`config.mk`:
```
export PLATFORM = sky130hd
export DESIGN_NAME = hazard_forward_ctrl
export DESIGN_NICKNAME = d
export VERILOG_FILES = /design/src/rtl/hazard_forward_ctrl.sv
export SDC_FILE = /design/constraint.sdc
export NUM_CORES = 1
export LEC_CHECK = 0
export CORE_MARGIN = 2
export CORE_UTILIZATION = 45
export CTS_CLUSTER_DIAMETER = 150
export DETAILED_ROUTE_END_ITERATION = 6
export PLACE_DENSITY = 0.71
export SLEW_MARGIN = 40
export SYNTH_ARGS = -nofsm -noshare
export SYNTH_HDL_FRONTEND = slang
export SYNTH_SLANG_ARGS = --single-unit
```
`constraint.sdc`:
```
create_clock -name Clock -period 1.82 [get_ports Clock]
set_input_delay 0.182 -clock Clock [delete_from_list [all_inputs] [get_ports Clock]]
set_output_delay 0.182 -clock Clock [all_outputs]
set_load 0.01 [all_outputs]
```
`src/rtl/hazard_forward_ctrl.sv`:
```
// Stateful hazard / forwarding controller for the MIPS32 pipeline.
// Optional counters enabled by defining HAZARD_STATS_EN.
module hazard_forward_ctrl #(
   parameter int REG_AW   = 5,
   parameter int ZERO_REG = 0
) (
   input  logic              Clock,
   input  logic              Reset,
   input  logic              validID,
   input  logic [REG_AW-1:0] rsID,
   input  logic [REG_AW-1:0] rtID,
   input  logic              useRsID,
   input  logic              useRtID,
   input  logic              branchID,
   input  logic [REG_AW-1:0] destRegID,
   input  logic              regWriteID,
   input  logic              memReadID,
   input  logic              memWait,
   output logic [1:0]        forwardRS,
   output logic [1:0]        forwardRT,
   output logic [1:0]        forwardRSID,
   output logic [1:0]        forwardRTID,
   output logic              stall,
   output logic              bubble,
   output logic              freeze
`ifdef HAZARD_STATS_EN
   ,
   input  logic              statClear,
   output logic [31:0]       stallCount,
   output logic [31:0]       freezeCount,
   output logic [31:0]       fwdCount
`endif
);

   localparam logic [REG_AW-1:0] ZERO = REG_AW'(ZERO_REG);

   typedef struct packed {
      logic              valid;
      logic [REG_AW-1:0] dest;
      logic              regWrite;
      logic              memRead;
   } slot_t;

   slot_t             exSlot;
   slot_t             memSlot;
   logic              wbValid;
   logic [REG_AW-1:0] wbDest;
   logic              wbRegWrite;
   logic [REG_AW-1:0] exRs;
   logic [REG_AW-1:0] exRt;
   logic              exUseRs;
   logic              exUseRt;
   // Low from reset until the first edge after release; gates every output.
   logic              live;

   logic [1:0] fwdRs;
   logic [1:0] fwdRt;
   logic [1:0] fwdRsId;
   logic [1:0] fwdRtId;
   logic       idRsUse;
   logic       idRtUse;
   logic       exHit;
   logic       memHit;
   logic       hazard;
   logic       frz;
   logic       bub;
   logic       stl;

   function automatic logic writes(
      input logic              v,
      input logic              w,
      input logic [REG_AW-1:0] d,
      input logic [REG_AW-1:0] r
   );
      return v & w & (d == r) & (r != ZERO);
   endfunction

   function automatic logic [1:0] pick(
      input logic use_,
      input logic near,
      input logic far
   );
      logic [1:0] sel;
      sel = 2'b00;
      if (use_ && near)
         sel = 2'b01;
      else if (use_ && far)
         sel = 2'b10;
      return sel;
   endfunction

   always_comb begin
      fwdRs   = 2'b00;
      fwdRt   = 2'b00;
      fwdRsId = 2'b00;
      fwdRtId = 2'b00;
      idRsUse = validID & useRsID;
      idRtUse = validID & useRtID;

      fwdRs = pick(exUseRs,
         writes(memSlot.valid, memSlot.regWrite, memSlot.dest, exRs),
         writes(wbValid, wbRegWrite, wbDest, exRs));
      fwdRt = pick(exUseRt,
         writes(memSlot.valid, memSlot.regWrite, memSlot.dest, exRt),
         writes(wbValid, wbRegWrite, wbDest, exRt));
      fwdRsId = pick(idRsUse,
         writes(exSlot.valid, exSlot.regWrite, exSlot.dest, rsID),
         writes(memSlot.valid, memSlot.regWrite, memSlot.dest, rsID));
      fwdRtId = pick(idRtUse,
         writes(exSlot.valid, exSlot.regWrite, exSlot.dest, rtID),
         writes(memSlot.valid, memSlot.regWrite, memSlot.dest, rtID));

      exHit =
         (idRsUse & writes(exSlot.valid, exSlot.regWrite, exSlot.dest, rsID)) |
         (idRtUse & writes(exSlot.valid, exSlot.regWrite, exSlot.dest, rtID));
      memHit =
         (idRsUse & writes(memSlot.valid, memSlot.regWrite, memSlot.dest, rsID)) |
         (idRtUse & writes(memSlot.valid, memSlot.regWrite, memSlot.dest, rtID));

      hazard = (exSlot.memRead & exHit) |
               (validID & branchID & (exHit | (memSlot.memRead & memHit)));

      frz = live & memWait;
      bub = live & hazard & ~memWait;
      stl = live & (memWait | hazard);
   end

   assign forwardRS   = live ? fwdRs   : 2'b00;
   assign forwardRT   = live ? fwdRt   : 2'b00;
   assign forwardRSID = live ? fwdRsId : 2'b00;
   assign forwardRTID = live ? fwdRtId : 2'b00;
   assign stall       = stl;
   assign bubble      = bub;
   assign freeze      = frz;

   always_ff @(posedge Clock or negedge Reset) begin
      if (!Reset) begin
         live       <= 1'b0;
         exSlot     <= '0;
         memSlot    <= '0;
         wbValid    <= 1'b0;
         wbDest     <= '0;
         wbRegWrite <= 1'b0;
         exRs       <= '0;
         exRt       <= '0;
         exUseRs    <= 1'b0;
         exUseRt    <= 1'b0;
      end else begin
         live <= 1'b1;
         if (!frz) begin
            wbValid    <= memSlot.valid;
            wbDest     <= memSlot.dest;
            wbRegWrite <= memSlot.regWrite;
            memSlot    <= exSlot;
            if (validID && !bub) begin
               exSlot  <= '{1'b1, destRegID, regWriteID, memReadID};
               exRs    <= rsID;
               exRt    <= rtID;
               exUseRs <= useRsID;
               exUseRt <= useRtID;
            end else begin
               exSlot  <= '0;
               exRs    <= '0;
               exRt    <= '0;
               exUseRs <= 1'b0;
               exUseRt <= 1'b0;
            end
         end
      end
   end

`ifdef HAZARD_STATS_EN
   logic fwdAny;
   assign fwdAny = |{forwardRS, forwardRT, forwardRSID, forwardRTID};

   always_ff @(posedge Clock or negedge Reset) begin
      if (!Reset) begin
         stallCount  <= '0;
         freezeCount <= '0;
         fwdCount    <= '0;
      end else if (statClear) begin
         stallCount  <= '0;
         freezeCount <= '0;
         fwdCount    <= '0;
      end else begin
         if (stl && !frz && stallCount != '1)
            stallCount <= stallCount + 32'd1;
         if (frz && freezeCount != '1)
            freezeCount <= freezeCount + 32'd1;
         if (fwdAny && fwdCount != '1)
            fwdCount <= fwdCount + 32'd1;
      end
   end
`endif

endmodule
```
==> results of run 1 <==
layout make-up:
| type | instances | area (um^2) |
|---|---|---|
| Fill cell | 368 | 1390 |
| Timing Repair Buffer | 102 | 890 |
| Sequential cell | 36 | 907 |
| Multi-Input combinational cell | 186 | 1670 |
| Clock buffer | 7 | 96.3 |
| Inverter | 1 | 3.75 |
| Tap cell | 70 | 87.6 |
metal layers:
metal | vias up | share of wire [%] | global-route usage, %
li1 | 1046 | - | -
met1 | 1073 | 42 | 30.8
met3 | 18 | 4.1 | 3.79
met2 | 65 | 52 | 42.9
met4 | 0 | 2.4 | 7.27
met5 | - | 0 | 0
Yosys cell counts (all sizes together):
library cell | number | area (um^2)
dfrtp | 36 | 901
o221ai | 1 | 15.0
nand2b | 2 | 12.5
inv | 1 | 3.75
and2 | 5 | 31.3
nor3b | 2 | 15.0
nand3 | 2 | 10.0
xnor2 | 26 | 228
nor2 | 12 | 45.0
or4 | 6 | 45.0
buf | 5 | 33.8
o2bb2ai | 1 | 8.76
nor2b | 1 | 6.26
nand4 | 8 | 50.1
o2111ai | 1 | 15.0
o21ai | 11 | 58.8
xor2 | 14 | 123
nor4 | 6 | 37.5
nand2 | 38 | 145
mux2 | 15 | 169
clkbuf | 14 | 52.6
conb | 1 | 3.75
nor3 | 2 | 10.0
o31ai | 19 | 233
a31oi | 12 | 75.1
and3 | 1 | 6.26
registers in the layout, summed over array words and instances, names as in the netlist:
signal / count
wbRegWrite: 1
live: 1
exUseRt: 1
exRs: 5
wbValid: 1
memSlot: 8
wbDest: 5
exRt: 5
exUseRs: 1
exSlot: 8
power breakdown:
group	leakage [nW]	internal (mW)	total, mW	switching, mW
Sequential	0.457	0.878	0.957	0.0796
Clock	0.0503	0.337	0.630	0.293
Combinational	1.08	0.387	0.743	0.356
cell families (layout without fill, tap and decap cells):
family | count (synthesis) | in the layout | synth area share (%)
AND/OR/NAND/NOR | 85 | 85 | 17.7
multiplexers | 15 | 15 | 7.24
other | 1 | 1 | 0.161
AO/OA/AOI/OAI | 45 | 45 | 17.4
flip-flops | 36 | 36 | 38.6
XOR/XNOR | 40 | 40 | 15.0
buffers and inverters | 20 | 110 | 3.86
how the worst min path moves through the flow:
stage                  from        end  slack, ns  cells after the start
detailed placement    Reset  wbDest[4]       0.16                      2
global route        memWait    exRs[1]       0.31                      2
CTS                 memWait    exRs[1]       0.24                      2
floorplan             Reset    exRs[0]      -0.11                      0
finish              memWait    exRs[1]       0.29                      2
global placement      Reset  wbDest[4]       0.16                      2
what timing repair did:
item                       4_1_cts  5_1_grt
setup buffers                    8        6
hold endpoints to repair        36        0
gates resized for setup         94       39
hold buffers                     1        0
pin swaps                       29       17
setup endpoints to repair       31       30
gates cloned                     0        1
==> run_results.csv, run 1 <==
group,metric,value,unit
sta,drv_slew,0,
global_routing,grt-ovfl-total,0,
routing,final_antenna_net_count,0,
worst_setup_path,cp.depth,5,
pwr,power.density,638,nW/um^2
min_path,hold_class,"in -> reg",
worst_setup_path,crit_start,"exRt[3]",
final_layout,final_core_util,72.5,%
routing,viasPerCell,5.48,
yosys,ys_ff_latch,36,
placed_design,dp_cells,384,
cts,clock_path_buffers,2,
worst_setup_path,cp.buffers_inverters,1,
cts,clkSinkCount,36,
worst_setup_path,slowest_stage,"or4_4",
worst_setup_path,cp_slowest_stage_delay,0.51,ns
yosys,ys_warn_count,0,
floorplanning,dieArea,5780,um^2
sta,hold_violations,0,
global_routing,antenna_found_initial,0,
final_layout,diodes,0,
final_layout,stdcell_count,402,
final_layout,fin_area,3650,um^2
final_layout,finalNetCount,356,
worst_setup_path,r2r_start,"memSlot[3]",
placed_design,post-place-ws,-0.733,ns
cts,clock-root-buffer,"clkbuf_8",
pwr,vdd_drop_max,0.452,mV
sta,clock_skew,0.00524,ns
cts,h-tree-depth,2,
floorplanning,row_count,26,
routing,vias,2202,
global_routing,grt_use_total,24.3,%
sta,fin_setup_tns,-2.49,ns
floorplanning,start_util,46.3,%
placed_design,post-dp-hpwl,4.75,mm
routing,drc,0,
run_status,failed_checks,"negative setup slack",
routing,drt-pass1-iter-count,4,
worst_setup_path,crit_path_cell_trace,"or4_4, o21ai_4, nor4_4, nor4_2, buf_2",
routing,first_iter_violations,82,
floorplanning,core_area,5040,um^2
global_routing,grt_pass1_vias,2231,
placed_design,post_dp_cell_area,3110,um^2
sta,fin_ws,-0.290,ns
worst_setup_path,required,1.64,ns
routing,routed_wl,7.21,mm
sta,timing.final.crit_share,116,%
pwr,totalPowerFinal,2.33,mW
final_layout,drive_above_1_share,45.8,%
yosys,synth-seq-area-share,38.6,%
worst_setup_path,arrival,1.93,ns
worst_setup_path,worstSetupStartpointType,"flop",
worst_setup_path,critPathKind,"reg -> out",
sta,hold_slack,0.288,ns
sta,setup_viol,23,
worst_setup_path,end_kind,"output pin",
run_status,outcome,"finished, violations left",
yosys,syn_area,2330,um^2
worst_setup_path,r2r_cells,9,
yosys,netlist_instances,242,
final_layout,final_cell_mix,"buf_4, nand2_1, dfrtp_1, xnor2_1, mux2_1",
placed_design,globalplace.congestion,0.929,
routing,wire_per_inst,17.9,um
worst_setup_path,crit_end,"forwardRT[1]",
run,cap_violations,0,
sta,fin_crit,2.11,ns
sta,rsz0062_at_grt,"yes",
cts,clkLatencyLatePin,0.29,ns
worst_setup_path,crit_family,"simple AND/OR/NAND/NOR gates",
final_layout,layout_commonest_cell,"buf_4",
final_layout,synthToLayoutAreaGrowth,56.6,%
floorplanning,ioPinCount,35,
global_routing,grt_pass1_wl,11.2,mm
cts,cts_buffers,5,
sta,max_freq,474,MHz
placed_design,port_buffers,34,
worst_setup_path,r2r_end,"exRs[2]",
floorplanning,fp.dieW,76.0,um
yosys,syn_nets,266,
yosys,ys_types,31,
worst_setup_path,cp_max_fo,4,
global_routing,grt_start_max_net_pins,37,
cts,clk_pin_slew_worst_paths,0.07,ns
worst_setup_path,reg2reg_slack,-0.07,ns
floorplanning,die_h,76.0,um
yosys,syn_area_per_cell,9.64,um^2
pwr,cellLeakagePower,1.59,nW
cts,tritoncts,"yes",
Power figures use the tool's default switching activity.
==> run 2, diff against run 1 <==
--- a/config.mk
+++ b/config.mk
@@ -5,7 +5,6 @@
 export SDC_FILE = /design/constraint.sdc
 export NUM_CORES = 1
 export LEC_CHECK = 0
-export CORE_MARGIN = 2
 export CORE_UTILIZATION = 45
 export CTS_CLUSTER_DIAMETER = 150
 export DETAILED_ROUTE_END_ITERATION = 6
==> run 2 against run 1 <==
Compared with the run above: the run still ends with negative setup slack left; final area fell by 2.4%; maximum frequency about the same; clock-buffer cell count down 1; critical path depth grew 4; first-iteration DRC count down 1.2%; total power decreased by 2.4%; global-route usage rose by 2.3 points; register-to-register slack better by 0.03 ns; sequential share of layout area up 0.53 points; clock power decreased by 3.2%; flip-flop and latch count stayed put; final cell count fell by 0.25%; highest routed layer unchanged.
==> run_results.csv, run 2 (synthesis results as in run 1) <==
group,metric,value,unit
cts,clk_pin_slew_worst_paths,0.08,ns
worst_setup_path,crit_path_cell_trace,"buf_6, xnor2_2, nand3_1, nor4_2, buf_4, o2111ai_2, nand2_2, nor2b_4, buf_6",
pwr,power.density,638,nW/um^2
routing,vias,2200,
cts,clkSinkCount,36,
sta,fin_ws,-0.291,ns
global_routing,grt_pass1_wl,10.8,mm
routing,wire_per_inst,17.5,um
global_routing,grt-ovfl-total,0,
sta,clock_skew,0.00571,ns
worst_setup_path,crit_family,"simple AND/OR/NAND/NOR gates",
sta,fin_crit,2.11,ns
worst_setup_path,critPathKind,"reg -> out",
placed_design,post-dp-hpwl,4.72,mm
min_path,hold_class,"in -> async",
pwr,power_switching,718,uW
final_layout,layout_commonest_cell,"buf_4",
floorplanning,core_area,4850,um^2
pwr,p_int,1.56,mW
final_layout,largestRegisters,"exSlot x8, memSlot x8",
global_routing,grt_start_max_net_pins,37,
worst_setup_path,end_kind,"output pin",
placed_design,post_dp_cell_area,3120,um^2
routing,routed_wl,7.02,mm
worst_setup_path,r2r_cells,10,
sta,rsz0062_at_grt,"yes",
final_layout,synthToLayoutAreaGrowth,52.9,%
worst_setup_path,cp_slowest_stage_delay,0.41,ns
routing,first_iter_violations,81,
run_status,failed_checks,"negative setup slack",
cts,h-tree-depth,2,
worst_setup_path,slowest_stage,"dfrtp_1",
worst_setup_path,worstSetupStartpointType,"flop",
floorplanning,row_count,25,
final_layout,final_core_util,73.6,%
pwr,p_comb_share,31.2,%
cts,tritoncts,"yes",
final_layout,finalNetCount,357,
sta,setup_viol,22,
routing,drt-pass1-iter-count,4,
global_routing,grt_pass1_vias,2244,
placed_design,globalplace.congestion,0.957,
cts,clock-root-buffer,"clkbuf_8",
worst_setup_path,arrival,1.93,ns
floorplanning,die_h,74.0,um
pwr,vdd_drop_max,0.446,mV
sta,hold_violations,0,
sta,drv_slew,0,
worst_setup_path,required,1.64,ns
routing,final_antenna_net_count,0,
final_layout,final_cell_mix,"buf_4, nand2_1, dfrtp_1, xnor2_1, buf_6",
cts,hold_buffers,0,
global_routing,antenna_found_initial,0,
floorplanning,start_util,48.1,%
sta,max_freq,474,MHz
worst_setup_path,cp.buffers_inverters,3,
global_routing,grt_use_total,26.6,%
routing,viasPerCell,5.49,
floorplanning,fp.dieW,74.0,um
final_layout,drive_above_1_share,45.2,%
run_status,outcome,"finished, violations left",
routing,drc,0,
cts,cts_buffers,5,
sta,timing.final.crit_share,116,%
pwr,switching_share,31.5,%
sta,fin_setup_tns,-1.84,ns
placed_design,port_buffers,34,
final_layout,diodes,0,
floorplanning,ioPinCount,35,
worst_setup_path,worst_path_most_repeated_cell,"buf_6",
floorplanning,dieArea,5480,um^2
cts,clock_path_buffers,2,
cts,clkLatencyLatePin,0.29,ns
worst_setup_path,cp_max_fo,4,
pwr,p_seq_share,42.0,%
pwr,cellLeakagePower,1.59,nW
run,cap_violations,0,
final_layout,fin_area,3570,um^2
worst_setup_path,cp.depth,9,
pwr,totalPowerFinal,2.28,mW
sta,hold_slack,0.318,ns
pwr,pwr-share-clk,26.8,%
==> run 2: stage by stage <==
| step | setup slack (ns) | instances |
|---|---|---|
| floorplan | 0.00972 | 242 |
| global placement | -0.779 | 384 |
| detailed placement | -0.841 | 384 |
| CTS | -0.265 | 399 |
| global route | -0.391 | 401 |
| finish | -0.291 | 401 |
==> run 2: power groups by stage <==
stage / Sequential (mW) / Combinational, mW / Clock [mW]
4_1_cts: 0.949 / 0.632 / 0.609
2_1_floorplan: 0.946 / 0.305 / 0
3_3_place_gp: 0.963 / 0.561 / 0
5_1_grt: 0.964 / 0.766 / 0.659
6_report: 0.956 / 0.710 / 0.610
3_5_place_dp: 0.966 / 0.572 / 0
==> run 2: area by class of cell <==
| class | instances | area [um^2] |
|---|---|---|
| well taps | 67 | 83.8 |
| multi-input cells | 186 | 1610 |
| clock buffers | 6 | 82.6 |
| inverters | 1 | 3.75 |
| clock inverters | 2 | 10.0 |
| flip-flops and latches | 36 | 905 |
| fillers | 347 | 1280 |
| repair buffers | 103 | 872 |
==> run 2: layer usage <==
layer / share of wire [%] / up-vias / GRT usage, %
met3: 4.8 / 13 / 5.42
met5: 0 / - / 0
met4: 2.4 / 0 / 7.91
met1: 41 / 1078 / 33.0
li1: - / 1037 / -
met2: 51 / 72 / 46.5
==> run 2: worst register-to-register path: stages (launching register included) <==
cell,delay (ns)
dfrtp_1,0.41
buf_6,0.14
xnor2_2,0.13
nand3_1,0.11
nor4_2,0.05
buf_4,0.14
o2111ai_2,0.16
nand2_2,0.12
buf_6,0.14
buf_12,0.14
o31ai_2,0.23
==> run 2: path summary, 6_finish.rpt <==
check	endpoint	startpoint	slack [ns]
setup / recovery	bubble	memSlot[5]	-0.29
hold / removal	exUseRt	Reset	0.32
setup reg to reg	exRt[4]	memSlot[5]	-0.04
hold reg to reg	memSlot[0]	memSlot[0]	0.52
max in group asynchronous	exRt[3]	Reset	1.15
min in group Clock	exRt[0]	rtID[0]	0.33
==> run 2: timing repair <==
action,CTS,global route
buffers inserted,10,5
resized for setup,88,46
endpoints found under the setup margin,31,31
pin swaps,23,11
==> run 3, diff against run 2 <==
--- a/config.mk
+++ b/config.mk
@@ -9,6 +9,7 @@
 export CTS_CLUSTER_DIAMETER = 150
 export DETAILED_ROUTE_END_ITERATION = 6
 export PLACE_DENSITY = 0.71
+export REMOVE_ABC_BUFFERS = 1
 export SLEW_MARGIN = 40
 export SYNTH_ARGS = -nofsm -noshare
 export SYNTH_HDL_FRONTEND = slang
==> run 3 against run 2 <==
Compared with the run above: the flow still finishes with violations (negative setup slack); clock-buffer cell count unchanged; via count increased by 3.3%; final area increased by 1.5%; utilization increased by 1.1 points; worst setup slack got worse by 0.18 ns; combinational power increased by 4.9%; clock power decreased by 12%; flip-flop and latch count unchanged; clock skew decreased by 0.0019 ns; largest power group unchanged; register-to-register slack got worse by 0.35 ns; maximum frequency decreased by 7.9%.
==> run_results.csv, run 3 (synthesis results as in run 1) <==
group,metric,value,unit
cts,clock-root-buffer,"clkbuf_8",
pwr,p_seq_share,42.8,%
floorplanning,fp.dieW,74.0,um
pwr,cellLeakagePower,1.60,nW
final_layout,final_cell_mix,"buf_4, nand2_1, dfrtp_1, mux2_1, xnor2_2",
routing,drt-pass1-iter-count,4,
final_layout,drive_above_1_share,45.8,%
cts,hold_buffers,0,
global_routing,grt_pass1_vias,2221,
worst_setup_path,cp_max_fo,4,
cts,clk_pin_slew_worst_paths,0.07,ns
sta,fin_crit,2.29,ns
worst_setup_path,worstSetupStartpointType,"flop",
global_routing,grt_use_total,26.1,%
run,cap_violations,0,
worst_setup_path,end_kind,"output pin",
final_layout,regArea,906,um^2
pwr,pwr-share-clk,24.0,%
final_layout,largestRegisters,"exSlot x8, memSlot x8",
placed_design,globalplace.congestion,0.795,
worst_setup_path,required,1.64,ns
final_layout,fillCellCount,304,
pwr,p_int,1.53,mW
sta,setup_viol,31,
final_layout,multi_input_area,1680,um^2
global_routing,grt_pass1_wl,10.6,mm
placed_design,post-dp-hpwl,4.62,mm
cts,tritoncts,"yes",
final_layout,synthToLayoutAreaGrowth,55.3,%
cts,cts_buffers,5,
floorplanning,row_count,25,
global_routing,antenna_found_initial,0,
pwr,totalPowerFinal,2.24,mW
floorplanning,die_h,74.0,um
pwr,p_comb_share,33.2,%
sta,clock_skew,0.00381,ns
cts,h-tree-depth,2,
routing,routed_wl,7.29,mm
routing,drc,0,
sta,rsz0062_at_grt,"yes",
routing,first_iter_violations,141,
floorplanning,core_area,4850,um^2
worst_setup_path,critPathKind,"reg -> out",
placed_design,port_buffers,34,
global_routing,grt-ovfl-total,0,
sta,max_freq,436,MHz
final_layout,diodes,0,
sta,timing.final.crit_share,126,%
floorplanning,ioPinCount,35,
routing,wire_per_inst,18.3,um
final_layout,finalNetCount,356,
run_status,outcome,"finished, violations left",
pwr,switching_share,31.7,%
sta,hold_violations,0,
final_layout,layout_commonest_cell,"buf_4",
final_layout,stdcell_count,399,
sta,relSlewSlack,66.1,%
floorplanning,dieArea,5480,um^2
pwr,power_switching,711,uW
global_routing,grt_start_max_net_pins,37,
pwr,vdd_drop_max,0.527,mV
routing,viasPerCell,5.69,
routing,vias,2272,
sta,tightest_slew,0.508,ns
sta,drv_slew,0,
cts,clkSinkCount,36,
cts,clock_path_buffers,2,
worst_setup_path,arrival,2.11,ns
routing,final_antenna_net_count,0,
floorplanning,start_util,48.1,%
sta,fin_ws,-0.472,ns
min_path,hold_class,"in -> reg",
pwr,power.density,618,nW/um^2
run_status,failed_checks,"negative setup slack",
placed_design,dp_cells,376,
cts,clkLatencyLatePin,0.29,ns
[run 3: cell types whose count changed in the layout (fill, tap and decap cells not counted), moves of 2 or more]
cell      delta
o31ai_4      +3
o31ai_2      -3
xnor2_1      -7
buf_6        -4
xnor2_2      +7
buf_12       +2
clkbuf_2     +3
[run 3: final cells by class]
type | count | share of cell area, %
Clock buffer | 6 | 2.00
Clock inverter | 1 | 0.138
Inverter | 1 | 0.104
Multi-Input combinational cell | 186 | 46.3
Sequential cell | 36 | 25.0
Tap cell | 67 | 2.31
Timing Repair Buffer | 102 | 24.2
[run 3: final timing paths]
kind                                 start  depth (start not counted)  slack, ns    endpoint
min in group asynchronous            Reset                          2       0.31   exSlot[2]
max in group asynchronous            Reset                          2       1.15  memSlot[6]
worst min-delay path               memWait                          2       0.29   exSlot[6]
worst min register to register  memSlot[0]                          1       0.52  memSlot[0]
worst max register to register  memSlot[4]                         11      -0.39     exRs[0]
worst max-delay path            memSlot[4]                          8      -0.47      bubble
[run 3: repair_timing]
item                                    CTS  global route
pin swaps                                29            10
gates cloned                              0             0
setup buffers                            11             8
endpoints found under the setup margin   31            31
resized for setup                        87            50
[run 3: worst max-delay path, stage by stage (launching register included)]
cell and delay [ns]:
dfrtp_1 0.43, xnor2_1 0.22, nand3_1 0.16, nor4_2 0.31, buf_4 0.16, o2111ai_2 0.13, nand2_2 0.13, nor2b_4 0.17
buf_6 0.11
[run 3: per-layer routing]
layer / vias up / routed length, um / global-route usage [%]
li1: 1034 / - / -
met1: 1107 / 2790 / 31.0
met2: 102 / 3870 / 47.3
met3: 29 / 323 / 4.47
met4: 0 / 314 / 9.19
met5: - / 0 / 0
[run 3: power by group through the flow]
stage	Clock (mW)	Combinational (mW)	Sequential (mW)
3_5_place_dp	0	0.559	0.966
6_report	0.537	0.745	0.959
2_1_floorplan	0	0.246	0.971
4_1_cts	0.530	0.622	0.949
3_3_place_gp	0	0.541	0.962
5_1_grt	0.571	0.789	0.967
[run 3: per-stage QoR]
| step | area (um^2) | setup slack [ns] | setup TNS (ns) | utilization, % | hold slack [ns] |
|---|---|---|---|---|---|
| 3_3_place_gp | 3070 | -0.846 | -14.96 | 63.3 | 0.493 |
| 2_1_floorplan | 2250 | -0.192 | -1.11 | - | -0.114 |
| 3_5_place_dp | 3070 | -0.917 | -15.74 | 63.3 | 0.502 |
| 6_report | 3620 | -0.472 | -8.43 | 74.7 | 0.290 |
| 4_1_cts | 3320 | -0.349 | -3.50 | 68.5 | 0.293 |
| 5_1_grt | 3620 | -0.596 | -11.72 | 74.7 | 0.287 |
